## config.mk

```make
export PLATFORM = sky130hd
export DESIGN_NAME = serial_tx_scheduler
export DESIGN_NICKNAME = d
export VERILOG_FILES = /design/src/rtl/serial_tx_scheduler_pkg.sv /design/src/rtl/serial_tx_scheduler_rr_arbiter.sv /design/src/rtl/serial_tx_scheduler.sv
export SDC_FILE = /design/constraint.sdc
export NUM_CORES = 1
export LEC_CHECK = 0
export CORE_MARGIN = 4
export CORE_UTILIZATION = 40
export CTS_CLUSTER_SIZE = 28
export DETAILED_ROUTE_END_ITERATION = 8
export GPL_ROUTABILITY_DRIVEN = 0
export GPL_TIMING_DRIVEN = 0
export PLACE_DENSITY = 0.71
export REMOVE_ABC_BUFFERS = 1
export SKIP_LAST_GASP = 1
export SLEW_MARGIN = 20
export SYNTH_ARGS = -nofsm -noshare
export SYNTH_HDL_FRONTEND = slang
export SYNTH_SLANG_ARGS = --single-unit
```

## constraint.sdc

```tcl
create_clock -name clk16f -period 3.8 [get_ports clk16f]
set_input_delay 0.76 -clock clk16f [delete_from_list [all_inputs] [get_ports clk16f]]
set_output_delay 0.76 -clock clk16f [all_outputs]
set_load 0.05 [all_outputs]
```

## src/rtl/serial_tx_scheduler_pkg.sv

```systemverilog
// Shared definitions for the serial lane scheduler: idle word, slot length, FSM states.
// Latency: n/a (declarations only).
// Backpressure: n/a.
package serial_tx_scheduler_pkg;

    // {valid, data}: valid=0 makes the serializer send a comma; $BC kept in data for traceability
    localparam logic [8:0] IDLE_WORD = 9'h0BC;
    localparam int         SLOT_LEN  = 4;

    typedef enum logic [1:0] {
        TRAIN = 2'd0,
        IDLE  = 2'd1,
        SEND  = 2'd2
    } state_t;

    // Width of a requester index; never below one bit.
    function automatic int grant_w(input int n);
        return (n <= 1) ? 1 : $clog2(n);
    endfunction

endpackage

```

## src/rtl/serial_tx_scheduler_rr_arbiter.sv

```systemverilog
// Round-robin picker: first set bit of req searching upward from start_ptr, wrapping modulo NUM_REQ.
// Latency: combinational.
// Backpressure: none; the caller decides when the grant is consumed.
// Ports: req (request mask), start_ptr, excl_en/excl_idx (drop one requester from the search),
//        grant (one-hot), grant_idx, any_grant.
module serial_tx_scheduler_rr_arbiter
    import serial_tx_scheduler_pkg::*;
#(
    parameter  int NUM_REQ = 4,
    localparam int GW      = grant_w(NUM_REQ)
) (
    input  logic [NUM_REQ-1:0] req,
    input  logic [GW-1:0]      start_ptr,
    input  logic               excl_en,
    input  logic [GW-1:0]      excl_idx,
    output logic [NUM_REQ-1:0] grant,
    output logic [GW-1:0]      grant_idx,
    output logic               any_grant
);

    localparam int PW = GW + 1;

    logic [NUM_REQ-1:0] mask;
    logic [PW-1:0]      pos;

    always_comb begin
        mask = req;
        if (excl_en) begin
            mask[excl_idx] = 1'b0;
        end
        pos       = '0;
        grant     = '0;
        grant_idx = '0;
        any_grant = 1'b0;
        for (int i = 0; i < NUM_REQ; i++) begin
            // start_ptr + i is below 2*NUM_REQ, so one conditional subtract is a full modulo
            pos = {1'b0, start_ptr} + PW'(i);
            if (pos >= PW'(NUM_REQ)) begin
                pos = pos - PW'(NUM_REQ);
            end
            if (!any_grant && mask[pos[GW-1:0]]) begin
                any_grant = 1'b1;
                grant_idx = pos[GW-1:0];
            end
        end
        if (any_grant) begin
            grant[grant_idx] = 1'b1;
        end
    end

endmodule

```

## src/rtl/serial_tx_scheduler.sv

```systemverilog
// Shares one 2-bit serial lane among NUM_REQ byte sources; one 9-bit word per 4-cycle slot, link training first.
// Latency: a word taken at a slot boundary (slot_cnt==3) appears on paralelo_out from the next slot_cnt==0.
// Backpressure: req_ready pulses one-hot only at boundaries; a requester not valid there simply loses that slot.
// Ports: clk16f, reset (sync, active-high), link_enable, req_valid/req_data/req_ready (per-requester handshake),
//        paralelo_out {valid,data}, slot_start, grant_id, train_done.
module serial_tx_scheduler
    import serial_tx_scheduler_pkg::*;
#(
    parameter  int NUM_REQ    = 4,
    parameter  int BURST_MAX  = 4,
    parameter  int TRAIN_SYMS = 8,
    localparam int GW         = grant_w(NUM_REQ)
) (
    input  logic                 clk16f,
    input  logic                 reset,
    input  logic                 link_enable,
    input  logic [NUM_REQ-1:0]   req_valid,
    input  logic [8*NUM_REQ-1:0] req_data,
    output logic [NUM_REQ-1:0]   req_ready,
    output logic [8:0]           paralelo_out,
    output logic                 slot_start,
    output logic [GW-1:0]        grant_id,
    output logic                 train_done
);

    localparam int         PW         = GW + 1;
    localparam logic [1:0] SLOT_LAST  = 2'(SLOT_LEN - 1);
    localparam logic [7:0] TRAIN_LAST = 8'(TRAIN_SYMS - 1);
    localparam logic [3:0] BURST_LIM  = 4'(BURST_MAX);

    state_t             state, state_n;
    logic [1:0]         slot_cnt;
    logic [7:0]         train_cnt, train_cnt_n;
    logic [GW-1:0]      rr_ptr, rr_ptr_n;
    logic [3:0]         burst_cnt, burst_cnt_n;
    logic               retrain_pend, retrain_n;
    logic [GW-1:0]      grant_n;
    logic               done_n;
    logic [NUM_REQ-1:0] take_oh;
    logic [7:0]         take_dat;
    logic [NUM_REQ-1:0] cur_oh;
    logic [GW-1:0]      after_g;
    logic               boundary;

    logic [GW-1:0]      arb_start;
    logic               arb_excl;
    logic [NUM_REQ-1:0] arb_grant;
    logic [GW-1:0]      arb_idx;
    logic               arb_any;

    function automatic logic [GW-1:0] ptr_inc(input logic [GW-1:0] p);
        logic [PW-1:0] s;
        s = {1'b0, p} + PW'(1);
        if (s >= PW'(NUM_REQ)) begin
            s = s - PW'(NUM_REQ);
        end
        return s[GW-1:0];
    endfunction

    assign boundary = (slot_cnt == SLOT_LAST);
    assign after_g  = ptr_inc(grant_id);

    always_comb begin
        cur_oh           = '0;
        cur_oh[grant_id] = 1'b1;
    end

    // Leaving a burst searches from the owner's successor; the owner is only eligible again
    // when nobody else is asking, which keeps a lone requester streaming without a gap.
    assign arb_start = (state == SEND) ? after_g : rr_ptr;
    assign arb_excl  = (state == SEND) && |(req_valid & ~cur_oh);

    serial_tx_scheduler_rr_arbiter #(.NUM_REQ(NUM_REQ)) u_arb (
        .req       (req_valid),
        .start_ptr (arb_start),
        .excl_en   (arb_excl),
        .excl_idx  (grant_id),
        .grant     (arb_grant),
        .grant_idx (arb_idx),
        .any_grant (arb_any)
    );

    // State and datapath registers
    always_ff @(posedge clk16f) begin
        if (reset) begin
            slot_cnt     <= 2'd0;
            state        <= TRAIN;
            train_cnt    <= 8'd0;
            rr_ptr       <= '0;
            burst_cnt    <= 4'd0;
            retrain_pend <= 1'b0;
            paralelo_out <= IDLE_WORD;
            grant_id     <= '0;
            train_done   <= 1'b0;
        end else begin
            slot_cnt <= slot_cnt + 2'd1;
            if (boundary) begin
                state        <= state_n;
                train_cnt    <= train_cnt_n;
                rr_ptr       <= rr_ptr_n;
                burst_cnt    <= burst_cnt_n;
                retrain_pend <= retrain_n;
                grant_id     <= grant_n;
                train_done   <= done_n;
                paralelo_out <= (|take_oh) ? {1'b1, take_dat} : IDLE_WORD;
            end
        end
    end

    // Next-state and word selection; only meaningful at a boundary
    always_comb begin
        state_n     = state;
        train_cnt_n = train_cnt;
        rr_ptr_n    = rr_ptr;
        burst_cnt_n = burst_cnt;
        retrain_n   = retrain_pend;
        grant_n     = grant_id;
        done_n      = train_done;
        take_oh     = '0;
        if (boundary) begin
            case (state)
                TRAIN: begin
                    // Last training slot: arbitrate at this boundary so the first data slot
                    // follows the final idle slot directly.
                    if (train_cnt == TRAIN_LAST) begin
                        done_n  = 1'b1;
                        state_n = IDLE;
                        if (link_enable && arb_any) begin
                            take_oh     = arb_grant;
                            grant_n     = arb_idx;
                            burst_cnt_n = 4'd1;
                            state_n     = SEND;
                        end
                    end else begin
                        train_cnt_n = train_cnt + 8'd1;
                    end
                end
                IDLE: begin
                    if (!link_enable) begin
                        retrain_n = 1'b1;
                    end else if (retrain_pend) begin
                        state_n     = TRAIN;
                        train_cnt_n = 8'd0;
                        done_n      = 1'b0;
                        retrain_n   = 1'b0;
                    end else if (arb_any) begin
                        take_oh     = arb_grant;
                        grant_n     = arb_idx;
                        burst_cnt_n = 4'd1;
                        state_n     = SEND;
                    end
                end
                SEND: begin
                    if (!link_enable) begin
                        rr_ptr_n  = after_g;
                        state_n   = IDLE;
                        retrain_n = 1'b1;
                    end else if (req_valid[grant_id] && (burst_cnt < BURST_LIM)) begin
                        take_oh     = cur_oh;
                        burst_cnt_n = burst_cnt + 4'd1;
                    end else begin
                        rr_ptr_n = after_g;
                        if (arb_any) begin
                            take_oh     = arb_grant;
                            grant_n     = arb_idx;
                            burst_cnt_n = 4'd1;
                        end else begin
                            state_n = IDLE;
                        end
                    end
                end
                default: state_n = TRAIN;
            endcase
        end
    end

    // Outputs: ready pulse is combinational so it tracks req_valid in the boundary cycle itself
    always_comb begin
        req_ready  = reset ? '0 : take_oh;
        slot_start = (slot_cnt == 2'd0);
        take_dat   = '0;
        for (int i = 0; i < NUM_REQ; i++) begin
            if (take_oh[i]) begin
                take_dat = take_dat | req_data[8*i +: 8];
            end
        end
    end

endmodule

```

==> flow_summary.toml, run 1 <==
[outcome]
status = "finished clean"

[routing]
vias_per_cell = 5.62
wirelength_mm = 6.14
wl_per_cell_um = 15.4
first_iter_violations = 153
drc = 0
ant_nets = 0
drt_first_pass_iters = 4
dr_total_vias = 2247

[critical_path]
worst-path-max-fanout = 9
criticalPathCategory = "register to output port"
start_kind = "register"
rrSetupSlack_ns = 0.87
end_kind = "output port"
cp_cell_sequence = "ha_1 > nand2b_4 > a41oi_2 > and3b_1 > a211o_4 > o21ai_4 > nor2_4 > o21a_1 > buf_4"
slowest_stage = "dfxtp_2"
worstPathRequired_ns = 3.04
critPathTopFamily = "compound AO/OA/AOI/OAI gates"
crit_arrival_ns = 2.87
crit_buf_inv = 1
max_stage_delay_ns = 0.42

[clocking]
cts.path.max_buffers = 2
clkSinkCount = 31
htreeDepth = 2
cts_tree = "built"
postCtsHoldBufs = 0
clock_tree.root_cell = "clkbuf_8"
clk_latency_ns = 0.29
path_clk_slew_ns = 0.07
cts_buffers = 5

[logic_synthesis]
yosysWarningCount = 0
async_flop_share_pct = 0
ys.flop_type = "dfxtp_1"
ys_seq_elements = 31
ys_types = 54
synthCells = 268
synth_edf_count = 0
ys_seq_area_share_pct = 28.5
post_synth.cell_area_avg_um2 = 8.12
netlist_area_mm2 = 0.00218

[finish]
utilization_pct = 57.8
fin_area_mm2 = 0.00301
nFillCells = 476
insertedDiodeCount = 0
final_common_cell = "clkdlybuf4s50_1"
layout_common_cells = "clkdlybuf4s50_1, dfxtp_1, nor2_1"
fin_nets = 380
drive_gt1_share_pct = 14.8
stdcell_count = 400
synthToLayoutAreaGrowth_pct = 38.2

[grt]
gr-total-overflow = 0
grt_usage_pct = 18.1
grt_max_degree = 23
grt_pass1_wl_mm = 9.47
grt_antenna_before_repair = 0
grt_pass1_vias = 2040

[sta]
worst_pin_slew_ns = 0.976
finalCritPeriodShare_pct = 95.4
fin_setup_tns_ns = 0
worst_slack_ns = 0.174
rsz0062_at_grt = "no"
fmax_mhz = 276
drv_slew = 0
fin_skew_ns = 0.00503
period_needed_ns = 3.63
setup_viol = 0
whs_ns = 0.450
max-slew-margin-rel_pct = 34.7
finalHoldViolations = 0

[placement]
pre_cts_ws_ns = -1.01
postPlaceCellArea_mm2 = 0.00275
dp_cells = 383
dpl.hpwl_mm = 4.34
numPortBuffers = 55

[die]
die_w_um = 81.8
core_area_mm2 = 0.00520
ios = 56
die_area_mm2 = 0.00668
std_cell_rows = 26
start_util_pct = 41.8
die_y_um = 81.8

[power]
power.density_mw_per_mm2 = 232
finalPower_mw = 0.698
ir_worst_vdd_mv = 0.136
leakagePower_nw = 1.18

[worst_hold_path]
min_path_type = "register to register"

[job]
maxCapViolCount = 0
[cell type report]
cell class / count / area, um^2 / share of cell area [%]
tap: 70 / 87.6 / 2.91
sequential: 31 / 623 / 20.7
inverter: 14 / 52.6 / 1.75
clock buffer: 5 / 68.8 / 2.29
timing repair buffer: 63 / 618 / 20.5
multi-input combinational: 214 / 1540 / 51.3
clock inverter: 3 / 15.0 / 0.499
[sequential cells by signal, indices dropped and copies added, names as in the netlist]
name and flops:
rr_ptr 2, train_done 1, grant_id 2, train_cnt 8
paralelo_out 9, retrain_pend 1, slot_cnt 2, state 2
burst_cnt 4
[cells in the mapped netlist (all sizes together) (2+ instances only)]
master / count / area (um^2)
dfxtp: 31 / 621
nor2: 28 / 105
nand2: 26 / 103
a21oi: 20 / 104
inv: 14 / 52.6
ha: 12 / 150
o21ai: 11 / 55.1
nand3: 10 / 50.1
nor3: 9 / 45.0
a221oi: 8 / 70.1
and3: 7 / 43.8
mux2i: 7 / 70.1
a41oi: 6 / 82.6
buf: 6 / 45.0
xor2: 6 / 52.6
a31oi: 5 / 31.3
a32oi: 5 / 43.8
and2: 5 / 31.3
nand2b: 5 / 38.8
a21boi: 4 / 30.0
clkbuf: 4 / 15.0
o21a: 4 / 30.0
a211oi: 3 / 22.5
a22o: 3 / 26.3
a22oi: 3 / 22.5
nand4: 2 / 12.5
nor2b: 2 / 12.5
o211a: 2 / 20.0
o41a: 2 / 22.5
or3: 2 / 12.5
[worst register-to-register path: stages, from the launching register on]
cell and delay, ns:
dfxtp_2 0.42, ha_1 0.42, nand2b_4 0.23, a41oi_2 0.18, and3b_1 0.22, a211o_4 0.35, o21ai_4 0.25, nor2_4 0.11
buf_4 0.16, a221oi_1 0.34, a31oi_1 0.12
[per-layer routing]
metal	track usage (%)	vias up	wire length (um)
li1	-	1119	-
met3	4.82	7	422
met1	23.4	1051	2900
met5	0	-	0
met4	4.98	0	50
met2	29.5	70	2760
[power by group]
| part | switching (mW) | total [mW] | internal, mW |
|---|---|---|---|
| Sequential | 0.00265 | 0.331 | 0.328 |
| Clock | 0.135 | 0.261 | 0.125 |
| Combinational | 0.0527 | 0.107 | 0.0543 |
| Total | 0.191 | 0.698 | 0.508 |
[worst paths after layout]
path | from | cells after the start | end
hold / removal | slot_cnt[0] | 1 | slot_cnt[0]
setup reg to reg | grant_id[1] | 10 | paralelo_out[4]
hold reg to reg | slot_cnt[0] | 1 | slot_cnt[0]
setup / recovery | grant_id[1] | 9 | req_ready[2]
[kinds of logic (layout without fill, tap and decap cells)]
logic type,Yosys count,count (layout),share of synthesized area [%]
and+or+nand+nor,104,105,24.7
AOI/OAI and AO/OA,83,83,28.7
DFF,31,31,28.5
buffers and inverters,24,85,5.18
adders and majority gates,12,12,6.90
xor gates and xnor gates,7,7,2.82
muxes,7,7,3.22
[what timing repair did]
action	CTS	global route
gates cloned	0	1
setup buffers	3	5
endpoints found under the setup margin	4	4
resized for setup	37	16
pin swaps	4	5
No activity file was read; power rests on OpenSTA's default activity.
==> run 2, diff against run 1 <==
==> constraint.sdc (replaced) <==
create_clock -name clk16f -period 4 [get_ports clk16f]
set_input_delay 0.8 -clock clk16f [delete_from_list [all_inputs] [get_ports clk16f]]
set_output_delay 0.8 -clock clk16f [all_outputs]
set_load 0.05 [all_outputs]
==> flow_summary.toml, run 2 (synthesis gave the netlist of run 1 again) <==
[finish]
layout_common_cells = "clkdlybuf4s50_1, dfxtp_1, nor2_1"
insertedDiodeCount = 0
drive_gt1_share_pct = 13.6
largest_reg_flops = 9
nFillCells = 473
final_common_cell = "clkdlybuf4s50_1"
fin_area_mm2 = 0.00302
reg_top3 = "paralelo_out: 9 flops, train_cnt: 8 flops, burst_cnt: 4 flops"
synthToLayoutAreaGrowth_pct = 38.8
fin_nets = 381
top_register = "paralelo_out"

[critical_path]
crit_arrival_ns = 3.09
rrSetupSlack_ns = 0.94
worstReg2RegEnd = "paralelo_out[4]"
slowest_stage = "clkdlybuf4s50_1"
r2r_cells = 13
r2r-start = "grant_id[0]"
criticalPathCategory = "primary input to output port"
max_stage_delay_ns = 0.59
end_kind = "output port"
worst-path-max-fanout = 5
start_kind = "primary input"
worstPathRequired_ns = 3.20
cp_cell_sequence = "clkdlybuf4s50_1 > a21boi_1 > a41oi_2 > and3b_1 > a211o_4 > nor4b_4 > a22o_4 > and2_1 > buf_6"

[worst_hold_path]
min_path_type = "register to register"
worst_hold_startpoint = "slot_cnt[0]"
hold_path_end = "slot_cnt[0]"
worstHoldPathCells = 1

[clocking]
clk_latency_ns = 0.29
clkSinkCount = 31
cts.path.max_buffers = 2
htreeDepth = 2
cts_buffers = 5
path_clk_slew_ns = 0.07
clock_tree.root_cell = "clkbuf_8"
cts_tree = "built"

[power]
pwr-share-clk_pct = 37.0
swShare_pct = 27.0
power.density_mw_per_mm2 = 219
p_switching_mw = 0.179
finalPower_mw = 0.661
leakagePower_nw = 1.18
internal-power_mw = 0.483
ir_worst_vdd_mv = 0.127
combPwrFrac_pct = 15.5
sequentialPowerShare_pct = 47.5

[sta]
max-slew-margin-rel_pct = 35.7
worst_pin_slew_ns = 0.962
drv_slew = 0
fmax_mhz = 257
finalHoldViolations = 0
setup_viol = 0
fin_skew_ns = 0.00496
finalCritPeriodShare_pct = 97.3
whs_ns = 0.450
period_needed_ns = 3.89

[routing]
ant_nets = 0
vias_per_cell = 5.62
drc = 0
dr_total_vias = 2255
wirelength_mm = 6.11
drt_first_pass_iters = 4
wl_per_cell_um = 15.2
first_iter_violations = 91

[die]
ios = 56
core_area_mm2 = 0.00520
die_y_um = 81.8
std_cell_rows = 26
die_w_um = 81.8
die_area_mm2 = 0.00668
start_util_pct = 41.8

[placement]
dpl.hpwl_mm = 4.34
numPortBuffers = 55
postPlaceCellArea_mm2 = 0.00275

[job]
maxCapViolCount = 0

[outcome]
status = "finished clean"

[grt]
grt_pass1_vias = 1999
grt_usage_pct = 17.8
grt_antenna_before_repair = 0
gr-total-overflow = 0
grt_max_degree = 23
grt_pass1_wl_mm = 9.32
## run 2: timing repair
item / 4_1_cts / 5_1_grt
setup buffers: 1 / 9
setup endpoints to repair: 4 / 4
pin swaps: 2 / 7
hold buffers: 0 / 0
resized for setup: 30 / 22
## run 2: worst max path at each step
stage	to	slack, ns	depth (start not counted)	from
5_1_grt	req_ready[2]	-0.02	12	grant_id[0]
3_3_place_gp	req_ready[1]	-0.90	9	req_valid[1]
4_1_cts	req_ready[1]	-0.02	9	req_valid[1]
3_5_place_dp	req_ready[1]	-0.89	9	req_valid[1]
2_1_floorplan	req_ready[1]	0.04	9	grant_id[0]
6_report	req_ready[1]	0.11	9	req_valid[1]
## run 2: layer usage
layer / GRT usage (%) / part of all wire (%) / vias up
met2: 29.2 / 46 / 74
met4: 4.49 / 1.0 / 0
met3: 4.50 / 7.3 / 8
met5: 0 / 0 / -
li1: - / - / 1117
met1: 23.2 / 45 / 1056
## run 2: final cells by class
type	instances	area [um^2]	share of cell area, %
Timing Repair Buffer	65	631	20.9
Multi-Input combinational cell	213	1550	51.2
Clock inverter	3	15.0	0.497
Inverter	14	52.6	1.74
Clock buffer	5	68.8	2.28
Tap cell	70	87.6	2.90
Sequential cell	31	621	20.5
## run 2: power by group through the flow
stage	logic [mW]	registers (mW)	clock network, mW
6_report	0.102	0.314	0.245
5_1_grt	0.109	0.315	0.267
4_1_cts	0.0957	0.314	0.255
3_5_place_dp	0.0927	0.321	0
3_3_place_gp	0.0920	0.321	0
2_1_floorplan	0.0343	0.323	0
## run 2: metrics by stage
step	util [%]	TNS (ns)	cells	setup WS (ns)
2_1_floorplan	-	0	258	0.0400
3_3_place_gp	52.9	-3.16	383	-0.899
3_5_place_dp	52.9	-3.08	383	-0.894
4_1_cts	55.4	-0.0616	392	-0.0222
5_1_grt	58.0	-0.0409	401	-0.0169
6_report	58.0	0	401	0.107
## run 2: worst max-delay path, delay by kind of cell
family                 cells  cell delay, ns
AOI/OAI and AO/OA          4            0.84
and+or+nand+nor            3            0.70
buffers and inverters      2            0.75
